## config.mk

```make
export PLATFORM = sky130hd
export DESIGN_NAME = pc_sequencer
export DESIGN_NICKNAME = d
export VERILOG_FILES = /design/src/rtl/pic_pkg.sv /design/src/rtl/call_stack.sv /design/src/rtl/pc_sequencer.sv
export SDC_FILE = /design/constraint.sdc
export NUM_CORES = 1
export LEC_CHECK = 0
export BUFFER_PORTS_ARGS = -buffer_cell sky130_fd_sc_hd__clkbuf_2
export CORE_MARGIN = 2
export CORE_UTILIZATION = 40
export DETAILED_ROUTE_END_ITERATION = 10
export PLACE_DENSITY = 0.64
export SLEW_MARGIN = 20
export SYNTH_ARGS = -nofsm -noshare
export SYNTH_HDL_FRONTEND = slang
export SYNTH_SLANG_ARGS = --single-unit
```

## constraint.sdc

```tcl
create_clock -name clk -period 5.31 [get_ports clk]
set_clock_uncertainty 0.2 [all_clocks]
set_input_delay 1.062 -clock clk [delete_from_list [all_inputs] [get_ports clk]]
set_output_delay 1.062 -clock clk [all_outputs]
set_load 0.01 [all_outputs]
```

## src/rtl/pic_pkg.sv

```systemverilog
// Shared widths, opcode match constants and sequencer state encoding for the
// PIC-style program counter sequencer and its call stack.
package pic_pkg;

  localparam int PC_W        = 11;
  localparam int INSTR_W     = 14;
  localparam int STACK_DEPTH = 8;
  localparam int SP_W        = 3;
  localparam int CNT_W       = 4;

  localparam logic [2:0]         OP_GOTO   = 3'b101;
  localparam logic [2:0]         OP_CALL   = 3'b100;
  localparam logic [3:0]         OP_RETLW  = 4'b1101;
  localparam logic [INSTR_W-1:0] OP_RETURN = 14'h0008;

  typedef enum logic [1:0] {
    IDLE  = 2'd0,
    FETCH = 2'd1,
    EXEC  = 2'd2
  } state_t;

  typedef enum logic [1:0] {
    BR_NONE = 2'd0,
    BR_GOTO = 2'd1,
    BR_CALL = 2'd2,
    BR_RET  = 2'd3
  } br_t;

  // Classifies the latched instruction into the control-flow class it triggers.
  function automatic br_t decode_branch(input logic [INSTR_W-1:0] ins);
    br_t br;
    br = BR_NONE;
    if (ins[13:11] == OP_GOTO) begin
      br = BR_GOTO;
    end else if (ins[13:11] == OP_CALL) begin
      br = BR_CALL;
    end else if ((ins == OP_RETURN) || (ins[13:10] == OP_RETLW)) begin
      br = BR_RET;
    end
    return br;
  endfunction

endpackage

```

## src/rtl/call_stack.sv

```systemverilog
// Circular 8-entry return-address stack with occupancy count; overflow/underflow
// are single-cycle pulses. Pop data is combinational, updates land on the clock edge.
module call_stack
  import pic_pkg::*;
(
  input  logic            clk,
  input  logic            rst,
  input  logic            push_i,
  input  logic            pop_i,
  input  logic [PC_W-1:0] din_i,
  output logic [PC_W-1:0] dout_o,
  output logic            ovf_o,
  output logic            unf_o
);

  localparam logic [CNT_W-1:0] FULL_CNT = CNT_W'(STACK_DEPTH);

  logic [PC_W-1:0]  mem_q [STACK_DEPTH];
  logic [SP_W-1:0]  ptr_q;
  logic [SP_W-1:0]  ptr_d;
  logic [SP_W-1:0]  rd_ptr;
  logic [CNT_W-1:0] cnt_q;
  logic [CNT_W-1:0] cnt_d;
  logic             full;
  logic             empty;

  assign full   = (cnt_q == FULL_CNT);
  assign empty  = (cnt_q == '0);
  assign rd_ptr = ptr_q - 3'd1;
  assign dout_o = mem_q[rd_ptr];
  assign ovf_o  = push_i && full;
  assign unf_o  = pop_i && empty;

  // Count saturates at both ends while the pointer keeps wrapping, so an
  // overflowing push replaces the oldest entry and an underflowing pop still
  // walks backwards through stale contents.
  always_comb begin
    ptr_d = ptr_q;
    cnt_d = cnt_q;
    if (push_i) begin
      ptr_d = ptr_q + 3'd1;
      if (!full) begin
        cnt_d = cnt_q + 4'd1;
      end
    end else if (pop_i) begin
      ptr_d = rd_ptr;
      if (!empty) begin
        cnt_d = cnt_q - 4'd1;
      end
    end
  end

  always_ff @(posedge clk or posedge rst) begin
    if (rst) begin
      ptr_q <= '0;
      cnt_q <= '0;
    end else begin
      ptr_q <= ptr_d;
      cnt_q <= cnt_d;
    end
  end

  always_ff @(posedge clk) begin
    if (push_i) begin
      mem_q[ptr_q] <= din_i;
    end
  end

endmodule

```

## src/rtl/pc_sequencer.sv

```systemverilog
// Fetch/execute sequencer: two cycles per instruction (FETCH latches ir, EXEC
// resolves the next pc); run is a level enable checked in IDLE and at EXEC end.
module pc_sequencer
  import pic_pkg::*;
(
  input  logic               clk,
  input  logic               rst,
  input  logic               run,
  input  logic [INSTR_W-1:0] rom_data,
  output logic [PC_W-1:0]    rom_addr,
  input  logic               skip,
  output logic [INSTR_W-1:0] ir,
  output logic               ir_valid,
  output logic               stk_ovf,
  output logic               stk_unf,
  output logic               busy
);

  state_t             state_q;
  logic [PC_W-1:0]    pc_q;
  logic [PC_W-1:0]    pc_d;
  logic [PC_W-1:0]    pc_inc;
  logic [INSTR_W-1:0] ir_q;
  logic               ir_valid_q;
  logic               busy_q;
  logic               stk_ovf_q;
  logic               stk_unf_q;

  br_t                br;
  logic               in_exec;
  logic               stk_push;
  logic               stk_pop;
  logic [PC_W-1:0]    stk_dout;
  logic               stk_ovf_p;
  logic               stk_unf_p;

  assign pc_inc   = pc_q + 11'd1;
  assign br       = decode_branch(ir_q);
  assign in_exec  = (state_q == EXEC);
  assign stk_push = in_exec && (br == BR_CALL);
  assign stk_pop  = in_exec && (br == BR_RET);

  assign rom_addr = pc_q;
  assign ir       = ir_q;
  assign ir_valid = ir_valid_q;
  assign busy     = busy_q;
  assign stk_ovf  = stk_ovf_q;
  assign stk_unf  = stk_unf_q;

  // pc already points past the executing instruction, so CALL pushes it as-is
  // and a skip only needs one more increment.
  always_comb begin
    pc_d = pc_q;
    unique case (br)
      BR_GOTO, BR_CALL: pc_d = ir_q[PC_W-1:0];
      BR_RET:           pc_d = stk_dout;
      default:          pc_d = skip ? pc_inc : pc_q;
    endcase
  end

  call_stack u_call_stack (
    .clk    (clk),
    .rst    (rst),
    .push_i (stk_push),
    .pop_i  (stk_pop),
    .din_i  (pc_q),
    .dout_o (stk_dout),
    .ovf_o  (stk_ovf_p),
    .unf_o  (stk_unf_p)
  );

  always_ff @(posedge clk or posedge rst) begin
    if (rst) begin
      state_q    <= IDLE;
      pc_q       <= '0;
      ir_q       <= '0;
      ir_valid_q <= 1'b0;
      busy_q     <= 1'b0;
      stk_ovf_q  <= 1'b0;
      stk_unf_q  <= 1'b0;
    end else begin
      unique case (state_q)
        IDLE: begin
          if (run) begin
            state_q <= FETCH;
            busy_q  <= 1'b1;
          end
        end
        FETCH: begin
          ir_q       <= rom_data;
          pc_q       <= pc_inc;
          ir_valid_q <= 1'b1;
          state_q    <= EXEC;
        end
        EXEC: begin
          pc_q       <= pc_d;
          ir_valid_q <= 1'b0;
          if (run) begin
            state_q <= FETCH;
          end else begin
            state_q <= IDLE;
            busy_q  <= 1'b0;
          end
        end
        default: begin
          state_q    <= IDLE;
          ir_valid_q <= 1'b0;
          busy_q     <= 1'b0;
        end
      endcase
      if (stk_ovf_p) begin
        stk_ovf_q <= 1'b1;
      end
      if (stk_unf_p) begin
        stk_unf_q <= 1'b1;
      end
    end
  end

endmodule

```

Word-level counts from Yosys, hierarchy flattened
Memories as Yosys holds them, arrays and structs flattened.
Cells that the tools add are included.

word-level totals
  bits in registers = 38
  latch bits = 0
  memory bits (writable) = 88
  ROM bits = 0
  output and inout port bits = 29
  logic and storage cells = 65
  memories = 1

memory list
  name                words  bits a word  read ports  clocked after memory_dff  wr ports  line              text
  u_call_stack.mem_q  8      11           1           0                         1         call_stack.sv:18  logic [PC_W-1:0] mem_q [STACK_DEPTH];

cells by class
  add/sub/neg operators = 5
  multipliers = 0
  div/mod/pow operators = 0
  $lt $le $gt $ge = 0
  eq/ne operators = 15
  shift operators = 0
  muxes and demuxes = 21
  bitwise operators = 1
  reduce and logical (&&, ||, !) cells = 13

operator list
  kind                                                                     count
  11-bit case mux with 2 select lines                                      2
  4-bit 2-to-1 mux                                                         4
  14-bit by 4-bit equality test with 1-bit output, second input constant   1
  11-bit by 1-bit adder with 11-bit output, second input constant          1
  11-bit 2-to-1 mux                                                        1
  4-bit equality test, second input constant                               2
  2-bit 2-to-1 mux                                                         4
  2-bit equality test, second input constant                               3
  3-bit equality test, second input constant                               2
  3-bit 2-to-1 mux                                                         2
  2-bit inequality test, second input constant                             3
  2-bit case mux with 3 select lines                                       1
  3-bit AND reduction                                                      2
  1-bit 2-to-1 mux                                                         5
  4-bit by 1-bit adder with 4-bit output, second input constant            1
  2-bit by 1-bit equality test with 1-bit output, second input constant    2
  1-bit logical AND                                                        4
  4-bit logical NOT                                                        1
  4-bit by 2-bit inequality test with 1-bit output, second input constant  1
  2-bit nonzero test                                                       2
  4-bit by 1-bit subtractor with 4-bit output, second input constant       1
  3-bit by 1-bit adder with 3-bit output, second input constant            1
  1-bit case mux with 3 select lines                                       1
  3-bit by 1-bit subtractor with 3-bit output, second input constant       1
  other kinds (7)                                                          7

Longest topological paths before layout
  word-level depth = 9
  gate-level depth with buffers = 14
  mapped depth without buffers = 13

Cells and area by module
A second synthesis with hierarchy kept.

second synthesis, totals
  cells, all modules = 358
  area total of the unflattened synthesis = 5676.7 um^2

modules (own cells, without submodules)
  module        times used  cells each  area each (um^2)  seq. area each (um^2)
  call_stack    1           190         3892.5            2817.7
  pc_sequencer  1           168         1784.2            775.7

Worst setup path after synthesis
Ideal clock, no wire load.

  path type = register -> register
  start point = reg ir_q[4], in the netlist ir[4]
  end point = mem u_call_stack.mem_q[4][0] (enable)
  setup time = 0.412 ns
  arrival time = 3.107 ns
  data required time = 4.698 ns
  setup slack = 1.591 ns
  cell stages (with the launch flop) = 8
  path buffers = 1
  cells stage by stage = dfrtp_1 -> nor4b_1 -> nand4_1 -> a31oi_1 -> ha_1 -> clkbuf_1 -> nand2_1 -> nor4b_1

between the ends
  cells in the longest elaborated chain, start to end = 9

RTL lines
  item                                             line                text
  start, declared                                  pc_sequencer.sv:23  logic [INSTR_W-1:0] ir_q;
  start signal, assigned                           pc_sequencer.sv:90  ir_q <= rom_data;
  14-bit by 4-bit equality test with 1-bit output  pic_pkg.sv:37       end else if ((ins == OP_RETURN) || (ins[13:10] == OP_RETLW)) begin
  1-bit logical OR                                 pic_pkg.sv:37
  2-bit 2-to-1 mux                                 pic_pkg.sv:37
  2-bit 2-to-1 mux                                 pic_pkg.sv:35       end else if (ins[13:11] == OP_CALL) begin
  2-bit 2-to-1 mux                                 pic_pkg.sv:33       if (ins[13:11] == OP_GOTO) begin
  2-bit equality test                              pc_sequencer.sv:40  assign stk_push = in_exec && (br == BR_CALL);
  1-bit logical AND                                pc_sequencer.sv:40
  1-bit 2-to-1 mux                                 call_stack.sv:64    if (push_i) begin
  1-bit 2-to-1 mux (not written as such)           call_stack.sv:65    mem_q[ptr_q] <= din_i;
  end, declared                                    call_stack.sv:18

No other way between the ends.

Final worst setup path
  start point = reg ir_q[4], in the netlist ir[4]
  end point = reg pc_q[10], in the netlist rom_addr[10]

between the ends
  cells in the longest elaborated chain, start to end = 9
  elaborated cells on any way between the ends = 13
  those cells by class = eq/ne (5); mux (5); reduce/logical (3)

RTL lines
  item                                                                                                     line                text
  14-bit by 4-bit equality test with 1-bit output (*)                                                      pic_pkg.sv:37
  1-bit logical OR (*)                                                                                     pic_pkg.sv:37
  2-bit 2-to-1 mux (*)                                                                                     pic_pkg.sv:37
  2-bit 2-to-1 mux (*)                                                                                     pic_pkg.sv:35
  2-bit 2-to-1 mux (*)                                                                                     pic_pkg.sv:33
  2-bit equality test or 2-bit by 1-bit equality test with 1-bit output (tied branches)                    pc_sequencer.sv:54  unique case (br)
  2-bit OR reduction                                                                                       pc_sequencer.sv:54
  11-bit case mux with 2 select lines or 4-bit by 2-bit inequality test with 1-bit output (tied branches)  --
  11-bit case mux with 2 select lines or 2-bit AND reduction (tied branches)                               --
  end signal, assigned                                                                                     pc_sequencer.sv:91  pc_q <= pc_inc;
  end signal, assigned                                                                                     pc_sequencer.sv:96  pc_q <= pc_d;
  end, declared                                                                                            pc_sequencer.sv:20  logic [PC_W-1:0] pc_q;

Every way passes the cells marked *; elsewhere a longest branch is shown, timed or not.
A chain may end at the register's enable or synchronous reset.

==> metrics.txt <==
GRT Resource Usage Total 0.186; Top FF cell, synth edfxtp_1; maximum buffer depth of the clock tree 2; Detailed Route WL 12800 um; R2R Path Start ir[4]$_DFFE_PP0P_; site row count 43; top fanout value on the critical path 11; GPL Wtd Cong between 0.8 and 0.9; async set-or-reset flop fraction in the synthesized netlist 0.302; RSZ-0062 raised after global routing false; Seq. cell area 0.00359 sq mm; Area contributors post-synth edfxtp_1 47%, dfrtp_1 17%, mux4_2 4.0%, mux2_2 3.4%, ha_1 2.7%; Critical Path Slowest Stage Cell nor2b_1; Top delay family on crit path simple AND/OR/NAND/NOR gates; final hold violations 0; PortBufs 46; Power Density slightly above 600 mW/mm^2; crit end category register; CP bufs+invs 1; Core Util, Final 0.480; Syn-to-layout area delta 18.2%; Die ar. 0.0149 sq mm; max-cap violation count 0; CP startpoint ir[4]$_DFFE_PP0P_; Unique masters post-synth 49; CORE AREA about 0.014 sq mm; Starting Density 0.406; first-pass GRT wire length 20500 um; net count after synthesis 428; initial antenna violation count 0; Least-Margin Pin Slew 1.06 ns; post-synth top area share 0.473; die width 122 um; CTS sink count 126; Fill cells 1234; Post-Synthesis Cells slightly below 400; Required @ worst endpoint 5.40 ns; CP max stage delay 0.62 ns; vias per cell 5.67; number of diodes 0; number of buffers inserted by hold repair at cts 0; H-tree depth 4; Hold WC Path Type register to register; minimum clock period 3.64 ns; Worst Reg2Reg Path Length in Cells 10; Final setup viols 0; post-place instance area roughly 0.0061 sq mm; Die Y 122 um; Total Power 4.00 mW; hold path endpoint stk_ovf$_DFFE_PP0P_; hold_sp stk_ovf$_DFFE_PP0P_; Critical R2R Capture rom_addr[10]$_DFFE_PP0P_; initial DRC count 344; Critical Path Source Type register; fin. max-slew vios 0; Post-CTS Setup Inserts 0; CP Cell Sequence nor4b_1, nand4_1, a31oi_1, inv_1, ha_1, nor2b_1, nand2_1, a21oi_1, o2111ai_1, and3_1; nets 480; status complete, no violations; Detail Route Antenna Nets 0; DR vias 3639; boundary pin count 47; FF-to-FF setup slack 1.67 ns; sequential area share after synthesis 0.643; register bit count reported by yosys 126; Max VDD drop 368 uV; root buf cell clkbuf_16; Cell Area, Synth 0.00559 sq mm; post-layout instance area 0.00661 sq mm; share of layout cells above drive strength 1 0.262; TritonCTS buffer count 17; Pre-Repair DR Iteration Count 5; hold slack 0.267 ns; final setup TNS 0 ns; Hold Path Depth 1; number of global-route vias before repair 3686; period utilization 0.685; number of synthesized flops with an enable pin between 80 and 90; WL/cell 19.9 um; post-DP HPWL between 8000 and 9000 um; Synth Area per Inst about 14 sq um; fmax 0.275 GHz; WP data arrival around 3.7 ns; CTS clock-pin slew for the worst setup and hold paths approximately 0.050 ns; largest area contributor in the netlist edfxtp_1; area of the multi-input gates 0.00191 sq mm; Gates resized, CTS repair 0; Leak roughly 2.5 nW; Ys Warns 0; CP Class register to register; slew margin rel. 0.292; pin count of the biggest net entering global routing 39; DRC 0; GRT overflow 0; Worst-Skew Late Latency approximately 0.41 ns; CTS tree done
-- synthesized netlist by cell type, drive strengths merged, types with 3 or more instances --
cell,n
a2111oi,4
a211oi,3
a21oi,24
a311oi,4
a31oi,11
and3,6
buf,10
clkbuf,11
dfrtp,38
edfxtp,88
ha,12
inv,12
mux2,17
mux2i,14
mux4,12
nand2,24
nand2b,3
nand3,19
nand4,4
nor2,15
nor2b,5
nor3,10
nor4,3
nor4b,3
o2111ai,4
o21ai,11
xnor2,7
-- area by class of cell --
type	count	area share
Inverter	12	0.00681
Clock inverter	12	0.0146
Clock buffer	20	0.0676
Sequential cell	126	0.544
Timing Repair Buffer	54	0.0439
Multi-Input combinational cell	238	0.290
Tap cell	180	0.0341
-- report_power, final --
part | internal (mW) | switching (mW) | leakage (nW)
Sequential | 1.30 | 0.285 | 1.26
Clock | 0.648 | 0.403 | 0.265
Combinational | 0.577 | 0.793 | 0.952
Total | 2.52 | 1.48 | 2.47
-- metrics by stage --
step                      cells  setup WS, ns
after floorplan             397          1.59
after global placement      610          1.68
after detailed placement    610          1.70
after CTS                   642          1.69
after global routing        642          1.41
final                       642          1.67
-- per-layer routing --
metal	wire, um	track usage	up-vias
li1	-	-	1649
met1	5530	0.251	1799
met2	5910	0.274	169
met3	1100	0.0706	22
met4	238	0.0704	0
met5	0	0	-
-- worst max-delay path by stage --
stage                                                      to  depth (start not counted)
after floorplan            u_call_stack.mem_q[4][0]$_DFFE_PP_                          7
after global placement     u_call_stack.mem_q[4][9]$_DFFE_PP_                          6
after detailed placement  u_call_stack.mem_q[6][10]$_DFFE_PP_                          6
after CTS                  u_call_stack.mem_q[6][9]$_DFFE_PP_                          6
after global routing                 rom_addr[10]$_DFFE_PP0P_                         10
final                                rom_addr[10]$_DFFE_PP0P_                         10
-- registers in the layout, indices dropped and copies added (netlist names) --
name and cells:
u_call_stack.ptr_q 3, busy 1, u_call_stack.cnt_q 4, ir_valid 1
ir 14, rom_addr 11, stk_ovf 1, stk_unf 1
state_q 2, u_call_stack.mem_q 88
-- cells by family (layout without fill, tap and decap cells) --
kind of cell / Yosys count / count (layout) / synth area share
compound gates: 75 / 75 / 0.0882
mux: 43 / 43 / 0.109
buf+inv: 33 / 98 / 0.0253
simple gates: 98 / 98 / 0.0891
fa+ha+maj: 13 / 13 / 0.0304
xor+xnor: 9 / 9 / 0.0154
flops: 126 / 126 / 0.643
-- layout by cell type, fill, tap and decap left out, types with 2 or more instances in the layout --
cell,n
clkbuf_2,46
mux4_2,10
a2111oi_0,3
xnor2_1,7
mux2_2,17
o21ai_0,11
dfrtp_1,38
buf_4,8
a211oi_1,3
ha_1,12
edfxtp_1,88
nand2b_1,3
a311oi_1,4
mux2i_1,14
o21a_1,2
inv_1,12
o22ai_1,2
nor4_2,2
o2111ai_1,4
clkbuf_16,17
nand2_1,24
o32ai_1,2
o31ai_1,2
a41o_1,2
clkinvlp_4,3
nor4b_1,2
nor3_1,8
nor2_1,14
nor2b_1,5
nand3_1,19
nand4_1,4
mux4_1,2
a21oi_1,24
clkbuf_1,2
a31oi_1,11
clkinv_2,7
and3_1,6
(Power assumes the default switching activity.)
